$ cat src/rtl/multicycle_control_if.sv
// Shared-memory handshake between the multicycle controller and the memory port.
// The controller drives the request and read/write select; memory answers with ready.
interface multicycle_control_if;
  logic mem_req;
  logic mem_we;
  logic i_or_d;
  logic mem_ready;

  modport master (
    output mem_req,
    output mem_we,
    output i_or_d,
    input  mem_ready
  );

  modport slave (
    input  mem_req,
    input  mem_we,
    input  i_or_d,
    output mem_ready
  );
endinterface

$ cat src/rtl/multicycle_control.sv
// Moore FSM sequencing a multi-cycle RV32I-subset datapath with variable-latency memory,
// illegal-opcode and memory-timeout traps, and a retired-instruction counter.
module multicycle_control #(
  parameter int unsigned TIMEOUT_CYCLES = 16,
  parameter int unsigned CNT_W          = 32
) (
  input  logic                 clk,
  input  logic                 reset,
  input  logic [6:0]           opcode,
  input  logic                 zero,
  multicycle_control_if.master mem,
  output logic                 ir_write,
  output logic                 pc_write,
  output logic                 pc_write_cond,
  output logic                 pc_src,
  output logic                 alu_src_a,
  output logic [1:0]           alu_src_b,
  output logic [1:0]           alu_op,
  output logic                 reg_write,
  output logic                 mem_to_reg,
  output logic [3:0]           state,
  output logic                 halted,
  output logic [1:0]           trap_cause,
  output logic [CNT_W-1:0]     instr_retired
);

  typedef enum logic [3:0] {
    S_FETCH     = 4'd0,
    S_DECODE    = 4'd1,
    S_MEM_ADDR  = 4'd2,
    S_MEM_READ  = 4'd3,
    S_MEM_WB    = 4'd4,
    S_MEM_WRITE = 4'd5,
    S_EXEC_R    = 4'd6,
    S_EXEC_I    = 4'd7,
    S_ALU_WB    = 4'd8,
    S_BRANCH    = 4'd9,
    S_TRAP      = 4'd15
  } state_t;

  localparam logic [6:0] OP_R      = 7'b0110011;
  localparam logic [6:0] OP_I      = 7'b0010011;
  localparam logic [6:0] OP_LOAD   = 7'b0000011;
  localparam logic [6:0] OP_STORE  = 7'b0100011;
  localparam logic [6:0] OP_BRANCH = 7'b1100011;

  localparam logic [7:0] WAIT_LAST = 8'(TIMEOUT_CYCLES - 1);

  state_t           state_q, state_d;
  logic [7:0]       wait_q, wait_d;
  logic [1:0]       cause_q, cause_d;
  logic [CNT_W-1:0] retired_q;
  logic             retire;
  logic             stall;
  logic             done;

  logic             mem_req_q, mem_we_q, i_or_d_q;
  logic             pc_write_cond_q, pc_src_q, alu_src_a_q;
  logic [1:0]       alu_src_b_q, alu_op_q;
  logic             reg_write_q, mem_to_reg_q, halted_q;

  // Branch resolution happens in the datapath, which gates pc_write_cond with zero.
  logic unused_zero;
  assign unused_zero = zero;

  // mem_req_q is 0 during reset and the partial cycle after release, so a
  // ready seen before the first real request is never taken as a handshake.
  assign done  = mem_req_q & mem.mem_ready;
  assign stall = mem_req_q & ~mem.mem_ready;

  always_comb begin
    state_d = state_q;
    wait_d  = wait_q;
    cause_d = cause_q;
    retire  = 1'b0;

    case (state_q)
      S_FETCH:     if (done) state_d = S_DECODE;
      S_DECODE: begin
        case (opcode)
          OP_R:               state_d = S_EXEC_R;
          OP_I:               state_d = S_EXEC_I;
          OP_LOAD, OP_STORE:  state_d = S_MEM_ADDR;
          OP_BRANCH:          state_d = S_BRANCH;
          default: begin
            state_d = S_TRAP;
            cause_d = 2'b01;
          end
        endcase
      end
      S_MEM_ADDR:  state_d = (opcode == OP_STORE) ? S_MEM_WRITE : S_MEM_READ;
      S_MEM_READ:  if (done) state_d = S_MEM_WB;
      S_MEM_WRITE: begin
        if (done) begin
          state_d = S_FETCH;
          retire  = 1'b1;
        end
      end
      S_EXEC_R, S_EXEC_I: state_d = S_ALU_WB;
      S_ALU_WB, S_MEM_WB, S_BRANCH: begin
        state_d = S_FETCH;
        retire  = 1'b1;
      end
      S_TRAP:      state_d = S_TRAP;
      default:     state_d = S_FETCH;
    endcase

    if (stall) begin
      if (wait_q == WAIT_LAST) begin
        state_d = S_TRAP;
        cause_d = 2'b10;
      end else begin
        wait_d = wait_q + 8'd1;
      end
    end

    if (state_d != state_q) wait_d = '0;
  end

  // Outputs are decoded from the next state so they are registered yet aligned with state_q.
  always_ff @(posedge clk or posedge reset) begin
    if (reset) begin
      state_q         <= S_FETCH;
      wait_q          <= '0;
      cause_q         <= '0;
      retired_q       <= '0;
      mem_req_q       <= 1'b0;
      mem_we_q        <= 1'b0;
      i_or_d_q        <= 1'b0;
      pc_write_cond_q <= 1'b0;
      pc_src_q        <= 1'b0;
      alu_src_a_q     <= 1'b0;
      alu_src_b_q     <= '0;
      alu_op_q        <= '0;
      reg_write_q     <= 1'b0;
      mem_to_reg_q    <= 1'b0;
      halted_q        <= 1'b0;
    end else begin
      state_q   <= state_d;
      wait_q    <= wait_d;
      cause_q   <= cause_d;
      if (retire) retired_q <= retired_q + 1'b1;

      mem_req_q       <= 1'b0;
      mem_we_q        <= 1'b0;
      i_or_d_q        <= 1'b0;
      pc_write_cond_q <= 1'b0;
      pc_src_q        <= 1'b0;
      alu_src_a_q     <= 1'b0;
      alu_src_b_q     <= 2'b00;
      alu_op_q        <= 2'b00;
      reg_write_q     <= 1'b0;
      mem_to_reg_q    <= 1'b0;
      halted_q        <= 1'b0;

      case (state_d)
        S_FETCH: begin
          mem_req_q   <= 1'b1;
          alu_src_b_q <= 2'b01;
        end
        S_DECODE:    alu_src_b_q <= 2'b11;
        S_MEM_ADDR: begin
          alu_src_a_q <= 1'b1;
          alu_src_b_q <= 2'b10;
        end
        S_MEM_READ: begin
          mem_req_q <= 1'b1;
          i_or_d_q  <= 1'b1;
        end
        S_MEM_WB: begin
          reg_write_q  <= 1'b1;
          mem_to_reg_q <= 1'b1;
        end
        S_MEM_WRITE: begin
          mem_req_q <= 1'b1;
          mem_we_q  <= 1'b1;
          i_or_d_q  <= 1'b1;
        end
        S_EXEC_R: begin
          alu_src_a_q <= 1'b1;
          alu_op_q    <= 2'b10;
        end
        S_EXEC_I: begin
          alu_src_a_q <= 1'b1;
          alu_src_b_q <= 2'b10;
          alu_op_q    <= 2'b10;
        end
        S_ALU_WB:    reg_write_q <= 1'b1;
        S_BRANCH: begin
          alu_src_a_q     <= 1'b1;
          alu_op_q        <= 2'b01;
          pc_write_cond_q <= 1'b1;
          pc_src_q        <= 1'b1;
        end
        S_TRAP:      halted_q <= 1'b1;
        default: ;
      endcase
    end
  end

  assign mem.mem_req   = mem_req_q;
  assign mem.mem_we    = mem_we_q;
  assign mem.i_or_d    = i_or_d_q;

  assign ir_write      = (state_q == S_FETCH) & done;
  assign pc_write      = (state_q == S_FETCH) & done;
  assign pc_write_cond = pc_write_cond_q;
  assign pc_src        = pc_src_q;
  assign alu_src_a     = alu_src_a_q;
  assign alu_src_b     = alu_src_b_q;
  assign alu_op        = alu_op_q;
  assign reg_write     = reg_write_q;
  assign mem_to_reg    = mem_to_reg_q;
  assign state         = state_q;
  assign halted        = halted_q;
  assign trap_cause    = cause_q;
  assign instr_retired = retired_q;

endmodule

$ cat src/flat_wrapper.sv
// flat-port wrapper written by rule: the top's interface ports become plain ports
module multicycle_control_flat 
#(
  parameter int unsigned TIMEOUT_CYCLES = 16,
  parameter int unsigned CNT_W          = 32
)
  (clk, reset, opcode, zero, ir_write, pc_write, pc_write_cond, pc_src, alu_src_a, alu_src_b, alu_op, reg_write, mem_to_reg, state, halted, trap_cause, instr_retired, mem_mem_req, mem_mem_we, mem_i_or_d, mem_mem_ready);
  multicycle_control_if mem_i ();
  input  logic clk;
  input  logic reset;
  input  logic [6:0] opcode;
  input  logic zero;
  output logic ir_write;
  output logic pc_write;
  output logic pc_write_cond;
  output logic pc_src;
  output logic alu_src_a;
  output logic [1:0] alu_src_b;
  output logic [1:0] alu_op;
  output logic reg_write;
  output logic mem_to_reg;
  output logic [3:0] state;
  output logic halted;
  output logic [1:0] trap_cause;
  output logic [CNT_W-1:0] instr_retired;
  output wire logic [$bits(mem_i.mem_req)-1:0] mem_mem_req;
  output wire logic [$bits(mem_i.mem_we)-1:0] mem_mem_we;
  output wire logic [$bits(mem_i.i_or_d)-1:0] mem_i_or_d;
  input wire logic [$bits(mem_i.mem_ready)-1:0] mem_mem_ready;
  assign mem_mem_req = mem_i.mem_req;
  assign mem_mem_we = mem_i.mem_we;
  assign mem_i_or_d = mem_i.i_or_d;
  assign mem_i.mem_ready = mem_mem_ready;
  multicycle_control #(.TIMEOUT_CYCLES(TIMEOUT_CYCLES), .CNT_W(CNT_W)) u_core (.clk(clk), .reset(reset), .opcode(opcode), .zero(zero), .mem(mem_i), .ir_write(ir_write), .pc_write(pc_write), .pc_write_cond(pc_write_cond), .pc_src(pc_src), .alu_src_a(alu_src_a), .alu_src_b(alu_src_b), .alu_op(alu_op), .reg_write(reg_write), .mem_to_reg(mem_to_reg), .state(state), .halted(halted), .trap_cause(trap_cause), .instr_retired(instr_retired));
endmodule
$ cat config.mk
export PLATFORM = sky130hd
export DESIGN_NAME = multicycle_control_flat
export DESIGN_NICKNAME = d
export VERILOG_FILES = /design/src/rtl/multicycle_control_if.sv /design/src/rtl/multicycle_control.sv /design/src/flat_wrapper.sv
export SDC_FILE = /design/constraint.sdc
export NUM_CORES = 1
export LEC_CHECK = 0
export ABC_CLOCK_PERIOD_IN_PS = 2850
export CELL_PAD_IN_SITES_DETAIL_PLACEMENT = 0
export CELL_PAD_IN_SITES_GLOBAL_PLACEMENT = 1
export CORE_ASPECT_RATIO = 0.9
export CORE_MARGIN = 3
export CORE_UTILIZATION = 39
export CTS_CLUSTER_DIAMETER = 100
export DETAILED_ROUTE_END_ITERATION = 10
export PLACE_DENSITY = 0.91
export REMOVE_ABC_BUFFERS = 1
export SYNTH_ARGS = -nofsm -noshare
export SYNTH_HDL_FRONTEND = slang
export SYNTH_SLANG_ARGS = --single-unit
$ cat constraint.sdc
create_clock -name clk -period 2.85 [get_ports clk]
set_input_delay 0.57 -clock clk [delete_from_list [all_inputs] [get_ports clk]]
set_output_delay 0.57 -clock clk [all_outputs]
set_load 0.01 [all_outputs]
# Word level (Yosys, flattened, before mapping)
# Cells that the tools add are included.
[classes] bitwise=4 addsub=2 n_reduce_logical=14 muxes=27 n_eq_ne=28
[ops] operator="$add A32 B1 Y32 const B" count=1
[ops] operator="$eq A4 B3 Y1 const B" count=8
[ops] operator="$pmux W4 S7" count=1
[ops] operator="$eq A4 B4 Y1 const B" count=6
[ops] operator="$mux W8" count=3
[ops] operator="$mux W4" count=5
[ops] operator="$eq A4 B2 Y1 const B" count=4
[ops] operator="$pmux W4 S4" count=1
[ops] operator="$eq A7 B6 Y1 const B" count=2
[ops] operator="$reduce_or A2 Y1" count=6
[ops] operator="$mux W1" count=9
[ops] operator="$add A8 B1 Y8 const B" count=1
[ops] operator="$eq A4 B1 Y1 const B" count=2
[ops] operator="$eq A8 B4 Y1 const B" count=1
[ops] operator="$logic_not A4 Y1" count=2
[ops] operator="$mux W2" count=4
[ops] operator="$eq A7 B2 Y1 const B" count=1
[ops] operator="$eq A7 B5 Y1 const B" count=1
[ops] operator="$eq A7 B7 Y1 const B" count=1
[ops] operator="$pmux W2 S3" count=1
[ops] operator="$reduce_or A3 Y1" count=2
[ops] operator="$reduce_or A5 Y1" count=1
[ops] operator="$ne A4 B4 Y1" count=1
[ops] operator="$pmux W2 S2" count=1
[ops] operator="other kinds (8)" count=10
[totals] output_inout_bits=53 word_cells=89 ff_bits=58 inputBits=11

# Depth between registers and ports, before layout
[logic_depth] depth_word=9 ltp_mapped=7 mapped_depth_nobuf=6

# Least setup slack after synthesis
# Ideal clock, no wire load.
[synth_timing] path_kind="register -> output" from="reg u_core.state_q[3] (netlist: u_core.state[3])" to="out pc_write" n_path_buf=2 required_ps=2280 t_arrival_ps=1631 setup_slack_ps=649 path_stages_with_launch=5 path_cell_list="dfrtp_1 clkbuf_1 nor3_1 nor3b_1 buf_4"
[synth_via] elab_chain_cells=2
[synth_lines] element="start: declaration" line="multicycle_control.sv:49" text="state_t state_q, state_d;"
[synth_lines] element="start signal: assignment" line="multicycle_control.sv:139" text="state_q <= state_d;"
[synth_lines] element="$logic_not A4 Y1"
[synth_lines] element="$and A1 B1 Y1"
[synth_lines] element="end: declaration" line="flat_wrapper.sv:14" text="output logic pc_write;"
# Every way passes these cells.

# Final worst setup path
[layout_timing] from="in mem_mem_ready" to="out ir_write"
[layout_via] elab_chain_cells=2
[layout_lines] element="start: declaration" line="flat_wrapper.sv:29" text="input wire logic [$bits(mem_i.mem_ready)-1:0] mem_mem_ready;"
[layout_lines] element="$and A1 B1 Y1" line="multicycle_control.sv:68" text="assign done = mem_req_q & mem.mem_ready;"
[layout_lines] element="$and A1 B1 Y1" line="multicycle_control.sv:205" text="assign ir_write = (state_q == S_FETCH) & done;"
[layout_lines] element="end: declaration" line="flat_wrapper.sv:13" text="output logic ir_write;"
# Every way passes these cells.

==> results <==
- The critical path startpoint category is a primary input.
- The number of enable-type register cells in the synthesized netlist is 0.
- Measured against its own limit, the worst slew margin works out to 46.1%.
- Setup repair after global routing left no endpoint under its margin.
- The die is 97.7 µm wide.
- Power spread over the standard cell area amounts to approximately 800 nW/µm².
- The clock tree from TritonCTS is yes.
- The startpoint-to-endpoint class of the critical path is primary input to output pin.
- Each instance of the synthesized netlist takes up on average approximately 10 µm².
- The minimum clock period after layout is 2730 ps.
- The share of layout cells above drive strength 1 is 12.1%.
- The count of buffers added on input and output ports is 62.
- The kind of capture point of the worst setup path is an output pin.
- The site row count is 29.
- The number of placed I/O pins is between 60 and 70.
- The synthesis warning total is 0.
- The violation count after the first detailed-routing iteration is 143.
- The die covers between 8000 and 9000 µm².
- The post-synth design cell area is around 3000 µm².
- For this block, the routed nets add up to between 7000 and 8000 µm of wire.
- The final cycle utilization of the critical path is a little over nine tenths.
- The worst clock skew is around 9.5 ps.
- After clock tree synthesis, the setup repair step added 0 buffers.
- The cell count after synthesis came out at 292.
- The buffer type at the clock tree root is clkbuf_8.
- The analysis attributes to cell leakage a power of 1.75 nW.
- Entering global routing, the biggest net connects 25 pins.
- Setup violations remaining at the end of the flow were counted as 0.
- Of all nets on the critical path, the largest fanout is 3.
- The first global-routing pass estimated approximately 12000 µm of wire.
- The overall fraction of global-route tracks in use is 17.4%.
- The register with the most flip-flops in the layout has 32 of them.
- STA puts the critical path data arrival time at about 2200 ps.
- The count of different cell masters after synthesis is 51.
- The number of filler cells placed in the layout is 630.
- From bottom edge to top edge, the die measures 88.6 µm.
- The class of the tightest hold or removal check is register to register.
- The region available for standard cell placement spans about 7200 µm².
- The total via count in the routed design is about 2600.
- For this run, asynchronously set or reset flops after synthesis account for 100%.
- Summed over all layers, the global routing overflow is 0.
- The number of hold buffers added after CTS was 0.
- The antenna diode count is 0.
- The total of cells resized after clock tree synthesis is 0.
- The core occupancy in the finished layout is 55.6%.
- The clock latency at the later pin of the worst-skew pair is 340 ps.
- For the pin with the worst max-slew slack, the measured transition is around 800 ps.
- The number of global-route vias before repair was roughly 2500.
- The setup TNS is 0 ps.
- The initial antenna violation count is 0.
- For the worst setup path, the data required time is between 2000 and 2500 ps.
- Among all flip-flop cells after synthesis, the most frequent one is dfrtp_1.
- Summing the sequential cell areas from Yosys gives between 40% and 50% of the chip area.
- The number of nets in the layout is 389.
- The number of synthesized register bits is 58.
- The number of clock buffers added by TritonCTS is 9.
- The max-capacitance violation count is 0.
- The global placement routability congestion is 0.863.
- The number of nets with antenna violations after detailed routing is 0.
- The H-tree was split into 3 levels.
- The number of DRC violations after detailed routing is 0.
- Dividing the detail-routed via count by the number of cells gives 5.44.
- The maximum buffer depth of the clock tree is 2.
- Clock-pin slew was measured on the worst setup and hold paths at 70 ps.
- The tree built by TritonCTS fans out to a little under 60 sinks.
- The count of final hold-check violations is 0.
- The timing-limited maximum frequency is 366 MHz.
- The run finished with clean final reports.
- The average detailed-routed wire length per instance is roughly 15 µm.
- The area growth from synthesis to layout is 35.2%.
- For this configuration, the core starts out at a cell density of between 40 and 50%.
- The count of pins over their slew limit is 0.
- The detailed-router iteration count before antenna repair is 4.
- Detailed placement ended at an HPWL of 5150 µm.
- Across the VDD grid, the largest voltage drop is about 0.63 mV.
==> report_power, final <==
part	internal (mW)	switching, mW	total (mW)	leakage, nW
registers	0.946	0.123	1.07	0.779
logic	0.617	0.721	1.34	0.885
clock network	0.424	0.312	0.736	0.0897
==> cell usage in the layout (no fill, tap or decap), drive strengths merged, types with 2 or more instances in the layout <==
cell / Yosys / final
a211oi: 4 / 4
a21boi: 3 / 3
a21o: 2 / 2
a21oi: 8 / 8
a31o: 2 / 2
a31oi: 2 / 2
and2: 3 / 3
and3: 10 / 10
and4: 3 / 3
buf: 3 / 21
clkbuf: 7 / 13
clkdlybuf4s50: 0 / 62
dfrtp: 58 / 58
ha: 2 / 2
inv: 4 / 4
mux2: 2 / 2
nand2: 28 / 28
nand2b: 2 / 2
nand3: 10 / 10
nand3b: 4 / 4
nand4: 10 / 10
nor2: 18 / 18
nor2b: 6 / 6
nor3: 9 / 9
nor3b: 4 / 4
nor4: 14 / 14
o211ai: 2 / 2
o21ai: 12 / 12
o22ai: 3 / 3
o31ai: 2 / 2
or4: 3 / 3
xnor2: 22 / 22
xor2: 17 / 17
==> critical path: stages <==
cell and delay [ps]:
clkdlybuf4s50_1 510, nand2_1 120, nor3b_1 350, clkdlybuf4s50_1 610
==> final cells by class <==
cell class	instances	area, µm²	area share, %
sequential	58	1450	36.4
tap	93	116	2.91
multi-input combinational	220	1450	36.2
clock buffer	13	149	3.73
inverter	4	15.0	0.376
timing repair buffer	83	778	19.5
clock inverter	2	37.5	0.940
==> routing by layer <==
layer | wire [µm] | GRT usage (%) | share of wire [%] | up-vias
met4 | 148 | 7.92 | 2.1 | 0
li1 | - | - | - | 1225
met3 | 333 | 4.10 | 4.7 | 14
met1 | 3170 | 23.0 | 45 | 1267
met5 | 0 | 0 | 0 | -
met2 | 3360 | 27.8 | 48 | 66
==> kinds of logic (layout without fill, tap and decap cells) <==
group	Yosys count	after routing	synth area share, %
AOI/OAI and AO/OA	47	47	10.6
and+or+nand+nor	130	130	24.8
buffers and inverters	14	102	2.08
DFF	58	58	49.2
muxes	2	2	0.763
xor gates and xnor gates	39	39	11.8
adders and majority gates	2	2	0.847
==> synthesized netlist by cell type (3+ instances only) <==
library cell / n / area [µm²]
nor3_1: 9 / 45.0
nor3b_1: 4 / 30.0
and4_1: 3 / 26.3
xor2_1: 17 / 149
nor2_1: 18 / 67.6
clkbuf_1: 7 / 26.3
xnor2_1: 21 / 184
nor4_1: 12 / 75.1
nand3_1: 10 / 50.1
nor2b_1: 6 / 37.5
nand4_1: 9 / 56.3
and3_1: 10 / 62.6
nand3b_1: 4 / 30.0
dfrtp_1: 58 / 1450
a211oi_1: 4 / 30.0
o21ai_0: 12 / 60.1
inv_1: 4 / 15.0
a21oi_1: 8 / 40.0
nand2_1: 28 / 105
and2_1: 3 / 18.8
o22ai_1: 3 / 18.8
==> worst paths after layout <==
kind	startpoint	to	slack, ps	cells after the start
setup / recovery	mem_mem_ready	ir_write	120	4
hold / removal	u_core.instr_retired[31]	u_core.instr_retired[31]	470	1
setup reg to reg	u_core.instr_retired[3]	u_core.instr_retired[17]	540	5
hold reg to reg	u_core.instr_retired[31]	u_core.instr_retired[31]	470	1
max in group asynchronous	reset	u_core.wait_q[0]	1650	3
min in group asynchronous	reset	u_core.instr_retired[22]	570	2
==> through the flow <==
step | cell area (µm²) | power [mW] | worst slack [ps] | cells | hold WS, ps
2_1_floorplan | 2910 | 1.81 | 684 | 282 | 504
3_3_place_gp | 3800 | 2.38 | 111 | 458 | 457
3_5_place_dp | 3800 | 2.41 | 24.7 | 458 | 464
4_1_cts | 3990 | 3.16 | 70.8 | 473 | 474
5_1_grt | 3990 | 3.34 | 10.5 | 473 | 504
6_report | 3990 | 3.14 | 116 | 473 | 466
Power figures use the tool's default switching activity.
